File: src/rtl/bep_frame_decoder.sv
// ---------------------------------------------------------------------------
// bep_frame_decoder
//
// Parametrised serial frame receiver. It slides a PREAMBLE_BITS-wide window
// over the accepted bit stream looking for PREAMBLE. It then collects the
// remaining FRAME_BITS-PREAMBLE_BITS payload bits and presents the complete
// frame on a parallel register with a one-cycle strobe. Reception is
// abandoned with a one-cycle abort strobe when the idle gap between accepted
// bits reaches GAP_LIMIT cycles.
//
// Optional feature (compile-time macro BEP_FRAME_CHECKSUM_EN):
//   defined   - the payload is read as MSB-first bytes. frame_error is set
//               when the mod-256 sum of all payload bytes except the last
//               differs from the last byte. The sum is built one byte at a
//               time while the payload arrives.
//   undefined - frame_error is tied low and no accumulator is built.
//
// Parameters:
//   FRAME_BITS    total frame length including the preamble
//   PREAMBLE_BITS preamble length
//   PREAMBLE      preamble pattern, MSB received first
//   GAP_LIMIT     idle cycles between accepted bits that abort a reception
//
// Ports:
//   serial_clock  in   sole clock, rising edge
//   reset         in   asynchronous, active-high
//   serial_data   in   bit value, sampled when serial_valid=1
//   serial_valid  in   bit qualifier, one bit per qualified cycle
//   frame         out  last completed frame, first bit at the MSB
//   frame_valid   out  one-cycle strobe, frame updated this cycle
//   frame_error   out  checksum mismatch, meaningful with frame_valid
//   frame_abort   out  one-cycle strobe, gap timeout abandoned a frame
//   busy          out  high while receiving the payload
// ---------------------------------------------------------------------------
module bep_frame_decoder #(
    parameter int                       FRAME_BITS    = 192,
    parameter int                       PREAMBLE_BITS = 32,
    parameter logic [PREAMBLE_BITS-1:0] PREAMBLE      = 32'hAAAA_AAAA,
    parameter int                       GAP_LIMIT     = 64
) (
    input  logic                  serial_clock,
    input  logic                  reset,
    input  logic                  serial_data,
    input  logic                  serial_valid,
    output logic [FRAME_BITS-1:0] frame,
    output logic                  frame_valid,
    output logic                  frame_error,
    output logic                  frame_abort,
    output logic                  busy
);

    localparam int P   = FRAME_BITS - PREAMBLE_BITS;
    localparam int BCW = $clog2(P);
    localparam int GW  = $clog2(GAP_LIMIT + 1);

    localparam logic [0:0] ST_HUNT = 1'b0;
    localparam logic [0:0] ST_RECV = 1'b1;

`ifdef BEP_FRAME_CHECKSUM_EN
    function automatic logic [7:0] add_mod256(input logic [7:0] a,
                                              input logic [7:0] b);
        return a + b;
    endfunction
`endif

    logic [0:0]               r_state;
    logic [PREAMBLE_BITS-1:0] r_hunt;
    // Only P-1 payload bits need storing: the final bit is taken straight
    // from serial_data on the completion edge.
    logic [P-2:0]             r_payload;
    logic [BCW-1:0]           r_bitcnt;
    logic [GW-1:0]            r_gapcnt;
    logic [FRAME_BITS-1:0]    r_frame;
    logic                     r_frame_valid;
    logic                     r_frame_abort;

    logic [PREAMBLE_BITS:0]   w_hunt_cat;
    logic [PREAMBLE_BITS-1:0] w_hunt_shift;
    logic                     w_pre_match;
    logic                     w_last_bit;
    logic [GW-1:0]            w_gap_inc;
    logic                     w_gap_hit;

    // The concatenation keeps the shift legal for a one-bit preamble.
    assign w_hunt_cat   = {r_hunt, serial_data};
    assign w_hunt_shift = w_hunt_cat[PREAMBLE_BITS-1:0];
    assign w_pre_match  = (w_hunt_shift == PREAMBLE);
    assign w_last_bit   = (r_bitcnt == BCW'(P - 1));
    assign w_gap_inc    = r_gapcnt + GW'(1);
    assign w_gap_hit    = (w_gap_inc == GW'(GAP_LIMIT));

`ifdef BEP_FRAME_CHECKSUM_EN
    logic [7:0] r_csum;
    logic       r_frame_error;
    logic [7:0] w_byte;
    logic       w_byte_done;

    // Byte formed by the seven newest stored bits plus the bit arriving now.
    assign w_byte      = {r_payload[6:0], serial_data};
    assign w_byte_done = (r_bitcnt[2:0] == 3'b111);

    always_ff @(posedge serial_clock or posedge reset) begin
        if (reset) begin
            r_csum        <= 8'd0;
            r_frame_error <= 1'b0;
        end else begin
            r_frame_error <= 1'b0;
            if (r_state == ST_HUNT) begin
                if (serial_valid && w_pre_match) begin
                    r_csum <= 8'd0;
                end
            end else if (serial_valid) begin
                if (w_last_bit) begin
                    // The completing byte is the checksum byte itself.
                    r_frame_error <= (r_csum != w_byte);
                end else if (w_byte_done) begin
                    r_csum <= add_mod256(r_csum, w_byte);
                end
            end
        end
    end

    assign frame_error = r_frame_error;
`else
    assign frame_error = 1'b0;
`endif

    always_ff @(posedge serial_clock or posedge reset) begin
        if (reset) begin
            r_state       <= ST_HUNT;
            r_hunt        <= '0;
            r_payload     <= '0;
            r_bitcnt      <= '0;
            r_gapcnt      <= '0;
            r_frame       <= '0;
            r_frame_valid <= 1'b0;
            r_frame_abort <= 1'b0;
        end else begin
            r_frame_valid <= 1'b0;
            r_frame_abort <= 1'b0;
            if (r_state == ST_HUNT) begin
                if (serial_valid) begin
                    r_hunt <= w_hunt_shift;
                    if (w_pre_match) begin
                        r_state  <= ST_RECV;
                        r_bitcnt <= '0;
                        r_gapcnt <= '0;
                    end
                end
            end else begin
                if (serial_valid) begin
                    // An accepted bit always wins over a gap that would
                    // expire on the same cycle.
                    r_gapcnt <= '0;
                    if (w_last_bit) begin
                        r_frame       <= {PREAMBLE, r_payload, serial_data};
                        r_frame_valid <= 1'b1;
                        r_hunt        <= '0;
                        r_bitcnt      <= '0;
                        r_state       <= ST_HUNT;
                    end else begin
                        r_payload <= {r_payload[P-3:0], serial_data};
                        r_bitcnt  <= r_bitcnt + BCW'(1);
                    end
                end else if (w_gap_hit) begin
                    r_frame_abort <= 1'b1;
                    r_hunt        <= '0;
                    r_gapcnt      <= '0;
                    r_bitcnt      <= '0;
                    r_state       <= ST_HUNT;
                end else begin
                    r_gapcnt <= w_gap_inc;
                end
            end
        end
    end

    assign frame       = r_frame;
    assign frame_valid = r_frame_valid;
    assign frame_abort = r_frame_abort;
    assign busy        = (r_state == ST_RECV);

endmodule

File: config.mk
export PLATFORM = sky130hd
export DESIGN_NAME = bep_frame_decoder
export DESIGN_NICKNAME = d
export VERILOG_FILES = /design/src/rtl/bep_frame_decoder.sv
export SDC_FILE = /design/constraint.sdc
export NUM_CORES = 1
export LEC_CHECK = 0
export ABC_AREA = 1
export BUFFER_PORTS_ARGS = -buffer_cell sky130_fd_sc_hd__buf_2
export CORE_AREA = 5 5 159 161
export DETAILED_ROUTE_END_ITERATION = 7
export DIE_AREA = 0 0 164 166
export PLACE_DENSITY = 0.84
export SLEW_MARGIN = 20
export SYNTH_ARGS = -nofsm -noshare
export SYNTH_HDL_FRONTEND = slang
export SYNTH_SLANG_ARGS = --single-unit
File: constraint.sdc
create_clock -name serial_clock -period 25.8 [get_ports serial_clock]
set_input_delay 3.87 -clock serial_clock [delete_from_list [all_inputs] [get_ports serial_clock]]
set_output_delay 3.87 -clock serial_clock [all_outputs]
set_load 0.02 [all_outputs]
==> impl_metrics.ini, run 1 <==
[logic_synthesis]
yosys.area.top_type = dfrtp_1
postSynthAreaPerCell_um2 = 9.421
synth_seq_area_share = 0.6470
synth_cell_types = 29
yosys_warnings = 0
ys_ff_latch = 369
syn_area_um2 = 14270
netlist.area_leader.share = 0.6470
synthCells = 1515
ys_top_cells_by_area = dfrtp_1 (65%), nand2_1 (13%), o21ai_0 (3.4%), o21ai_1 (3.2%), inv_1 (3.0%)

[clock_tree]
post_cts_buffers = 0
cts_root_buf = clkbuf_16
cts.sinks = 369
cts.repair.resized = 0
clock_path_buffers = 3
tritoncts = done
htreeDepth = 2
cts_buffers = 37
clkTransAtPathRegs_ns = 0.06
cts_hold_buffers = 0
clkLatencyLatePin_ns = 0.52

[layout]
nFillCells = 1808
drive_gt1_frac = 0.1565
layout_common_cells = nand2_1 (496), dfrtp_1 (369), buf_2 (182)
utilization = 0.6848
nets = 1652
stdcell_count = 1998
area_delta_synth_final_pct = 14.30
final_common_cell = nand2_1
diodes = 0

[place]
gp_congestion = 0.7885
io_buffers = 182
dp_hpwl_mm = 17.62
post-place-cells = 1931

[sta]
finalClockSkew_ns = 0.01459
min_period_over_period = 0.2388
slew_headroom = 0.3290
finalHoldViolations = 0
rsz0062_at_grt = false
tightest_slew_ns = 1.007
setup_tns_ns = 0
maxSlewViolCount = 0
fmax_mhz = 162.3
min_period_ns = 6.161
setup_viol = 0

[pwr]
p_total_mw = 1.170
power_leakage_nw = 9.158
powerDensity_nw_per_um2 = 71.69
irDropWorstVdd_uv = 52.02

[worst_setup_path]
worstSetupPathType = in2reg
cp_slowest_cell = buf_4
critPathBufInv = 3
crit_path_end = r_payload[28]
crit_fanout = 201
crit_cells = 6
end_kind = flip-flop
crit_path_start_kind = primary input
ff2ff_setup_slack_ns = 22.65
r2r_cells = 7
crit_start = serial_valid
cp_top_family = buffers and inverters
r2r_end = r_payload[28]
r2r-start = r_bitcnt[0]
cp.required_ns = 26.15
max_stage_delay_ns = 0.91
cp.arrival_ns = 6.51
path_cells = buf_2 -> nand2_1 -> inv_1 -> nand2_8 -> buf_4 -> o21ai_0

[run_status]
status = completed

[min_path]
worstHoldPathType = reg2reg

[route]
vias = 10290
drt_iter0_markers = 851
vias_per_cell = 5.150
final_antenna_net_count = 0
first_pass_iters = 6
avgRoutedWirePerCell_um = 14.37
drcViolationCount = 0
routed_wl_mm = 28.72

[die]
fp.dieW_um = 164
io_pins = 200
die_h_um = 166
dieArea_um2 = 27220
start_util = 0.5992
fp.coreArea_um2 = 23820
rows = 57

[global_routing]
grt_pass1_wl_mm = 49.34
grt_use_total = 0.2162
grt-ovfl-total = 0
antenna_found_initial = 0
grt_max_degree = 202
grt_pass1_vias = 10100

[run]
drv_cap = 0
synthesized netlist by cell type (all sizes together):
cell and instances:
or2 4, o22ai 2, ha 2, or3b 1
conb 1, nor3 3, buf 98, o21ai 188
nand3 46, xor2 1, dfrtp 369, nor3b 2
a21oi 68, inv 117, o31ai 1, nor2 92
nand4 8, clkbuf 14, o211ai 1, nand2 497
state kept, by name (all words and copies together), names as in the netlist:
signal       cells
r_hunt          31
frame          161
busy             1
frame_abort      1
r_payload      159
r_bitcnt         8
r_gapcnt         7
frame_valid      1
how the worst min path moves through the flow:
stage,startpoint,to,slack (ns),cells past startpoint
floorplan,r_bitcnt[3],r_bitcnt[3],0.44,2
global placement,frame[5],frame[5],0.45,2
detailed placement,frame[81],frame[81],0.45,2
CTS,frame[81],frame[81],0.47,2
global route,frame[37],frame[37],0.49,2
finish,frame[7],frame[7],0.46,2
where the power goes:
part           switching, mW  internal [mW]
Combinational         0.0219        0.00727
Sequential           0.00764          0.588
Clock                  0.220          0.325
through the flow:
stage | hold WS [ns] | area (um2) | setup slack (ns)
6_report | 0.4627 | 16310 | 19.64
5_1_grt | 0.4932 | 16310 | 19.25
2_1_floorplan | 0.4419 | 14330 | 11.68
3_3_place_gp | 0.4490 | 15050 | 19.17
3_5_place_dp | 0.4530 | 15050 | 19.14
4_1_cts | 0.4680 | 16310 | 19.69
cell families (layout without fill, tap and decap cells):
kind of cell             count (synthesis)  after routing  share of synthesized area
other                                    1             17                  0.0002627
AO/OA/AOI/OAI                          260            260                    0.09170
AND/OR/NAND/NOR                        653            653                     0.1806
flip-flops                             369            369                     0.6470
buffers and inverters                  229            372                    0.07811
adder cells (fa/ha/maj)                  2              2                   0.001753
XOR/XNOR                                 1              1                  0.0006138
worst register-to-register path: cells and delay by family, from the launching register on:
family | cells | cell delay, ns
simple gates | 4 | 1.21
buf+inv | 1 | 0.95
flops | 1 | 0.39
compound gates | 1 | 0.26
fa+ha+maj | 1 | 0.18
layer usage:
layer  track usage  share of wire  vias to the layer above  routed length (um)
li1              -              -                     4986                   -
met1        0.3062           0.43                     4965               12290
met2        0.3432           0.49                      277               13960
met3       0.03872          0.056                       62                1598
met4       0.07257          0.030                        0                 870
met5             0              0                        -                   0
final cells by class:
cell class | instances | area [um2] | share of cell area
clock inverter | 11 | 135.1 | 0.008284
clock buffer | 56 | 1127 | 0.06911
sequential | 369 | 9234 | 0.5660
timing repair buffer | 188 | 959.7 | 0.05883
inverter | 117 | 454.2 | 0.02784
multi-input combinational | 933 | 3998 | 0.2451
tap | 324 | 405.4 | 0.02485
Power figures use the tool's default switching activity.
==> inputs of run 2 (changes only) <==
- CORE_AREA: 5 5 159 161 -> 5 5 174 176
- DIE_AREA: 0 0 164 166 -> 0 0 179 181
- PLACE_DENSITY: 0.84 -> 0.74
- clock period: 25.8 -> 5.4 ns (I/O delays scaled with it)
==> run 2 against run 1 <==
Net effect: non-clock buffer count is 2 higher; clock skew shrank 0.0056 ns; register-to-register slack worse by 20 ns; critical path depth is 2 higher; sequential share of layout area fell by 0.77 points.
==> impl_metrics.ini, run 2 (synthesized netlist as in run 1, its figures left out) <==
[clock_tree]
tritoncts = done
cts.repair.resized = 0
post_cts_buffers = 0
cts.sinks = 369
clkLatencyLatePin_ns = 0.52
cts_hold_buffers = 0
cts_buffers = 38
clkTransAtPathRegs_ns = 0.06
htreeDepth = 2
cts_root_buf = clkbuf_16
clock_path_buffers = 3

[sta]
min_period_ns = 2.785
min_period_over_period = 0.5157
slew_headroom = 0.2703
tightest_slew_ns = 1.095
fin_ws_ns = 2.615
maxSlewViolCount = 0
setup_viol = 0
finalClockSkew_ns = 0.008976
setup_tns_ns = 0
fmax_mhz = 359.1
finalHoldViolations = 0
rsz0062_at_grt = false
whs_ns = 0.4642

[worst_setup_path]
max_stage_delay_ns = 0.69
path_cells = ha_1 -> nand2_1 -> nor2_2 -> nand3_2 -> nand2_8 -> nand3_2 -> nand2_1 -> nand2_1
cp.required_ns = 5.80
cp_slowest_cell = nand3_2
cp.arrival_ns = 3.19
worstSetupPathType = reg2reg
crit_fanout = 155
end_kind = flip-flop
crit_path_start_kind = flip-flop
cp_common_cell = nand2_1

[place]
io_buffers = 182
dp_hpwl_mm = 17.28
post-place-ws_ns = 2.210
gp_congestion = 0.7611
post-place-cells = 1993

[global_routing]
grt_max_degree = 186
grt_pass1_vias = 9698
grt-ovfl-total = 0
grt_use_total = 0.1752
grt_pass1_wl_mm = 47.84
antenna_found_initial = 0

[run_status]
status = completed

[layout]
largest_reg_flops = 161
nFillCells = 2532
stdcell_count = 2062
drive_gt1_frac = 0.1591
layout_common_cells = nand2_1 (496), dfrtp_1 (369), buf_2 (182)
utilization = 0.5809
nets = 1655
diodes = 0
area_delta_synth_final_pct = 15.88
final_common_cell = nand2_1

[run]
drv_cap = 0

[die]
rows = 62
io_pins = 200
fp.coreArea_um2 = 28470
die_h_um = 181
dieArea_um2 = 32400
fp.dieW_um = 179
start_util = 0.5013

[route]
final_antenna_net_count = 0
routed_wl_mm = 28.02
vias_per_cell = 4.861
avgRoutedWirePerCell_um = 13.59
first_pass_iters = 5
drt_iter0_markers = 825
drcViolationCount = 0
vias = 10020

[pwr]
power_leakage_nw = 9.221
powerDensity_nw_per_um2 = 350.8
irDropWorstVdd_uv = 228.6

[min_path]
worstHoldPathType = reg2reg
[run 2: cell count changes in the layout (fill, tap and decap cells not counted), sizes merged]
| cell | delta |
|---|---|
| bufinv | +3 |
| inv | -3 |
| buf | +2 |
| clkinvlp | +2 |
| clkbuf | +1 |
| clkinv | -1 |
[run 2: per-layer routing]
layer | part of all wire | vias to the layer above | global-route usage
met5 | 0 | - | 0
met4 | 0.023 | 0 | 0.05342
met3 | 0.049 | 46 | 0.03261
met2 | 0.48 | 210 | 0.2787
met1 | 0.45 | 4789 | 0.2467
li1 | - | 4978 | -
[run 2: cell type report]
class | instances | area (um2) | area share
clock buffers | 57 | 1174 | 0.07096
flip-flops and latches | 369 | 9234 | 0.5583
repair buffers | 190 | 996.0 | 0.06022
well taps | 384 | 480.5 | 0.02905
multi-input cells | 933 | 3998 | 0.2417
inverters | 117 | 450.4 | 0.02724
clock inverters | 12 | 206.4 | 0.01248
[run 2: report_power, final]
group / internal (mW) / switching, mW
registers: 2.81 / 0.0377
logic: 0.0371 / 0.105
clock network: 1.75 / 1.06
[run 2: worst paths after layout]
path / startpoint / to / slack (ns) / depth (start not counted)
worst max-delay path: r_bitcnt[0] / r_hunt[18] / 2.62 / 8
max in group asynchronous: reset / frame[85] / 3.61 / 3
worst min register to register: frame[51] / frame[51] / 0.46 / 2
worst max register to register: r_bitcnt[0] / r_hunt[18] / 2.62 / 8
worst min-delay path: frame[51] / frame[51] / 0.46 / 2
min in group asynchronous: reset / frame[8] / 0.47 / 2
[run 2: per-stage QoR]
stage               area (um2)  power, mW
global placement         15160      3.036
CTS                      16540      5.874
global route             16540      6.031
floorplan                14340      3.016
finish                   16540      5.801
detailed placement       15160      3.044
[run 2: critical path: cells and delay by family, from the launching register on]
family	cells	cell delay, ns
fa+ha+maj	1	0.18
simple gates	7	2.05
flops	1	0.39
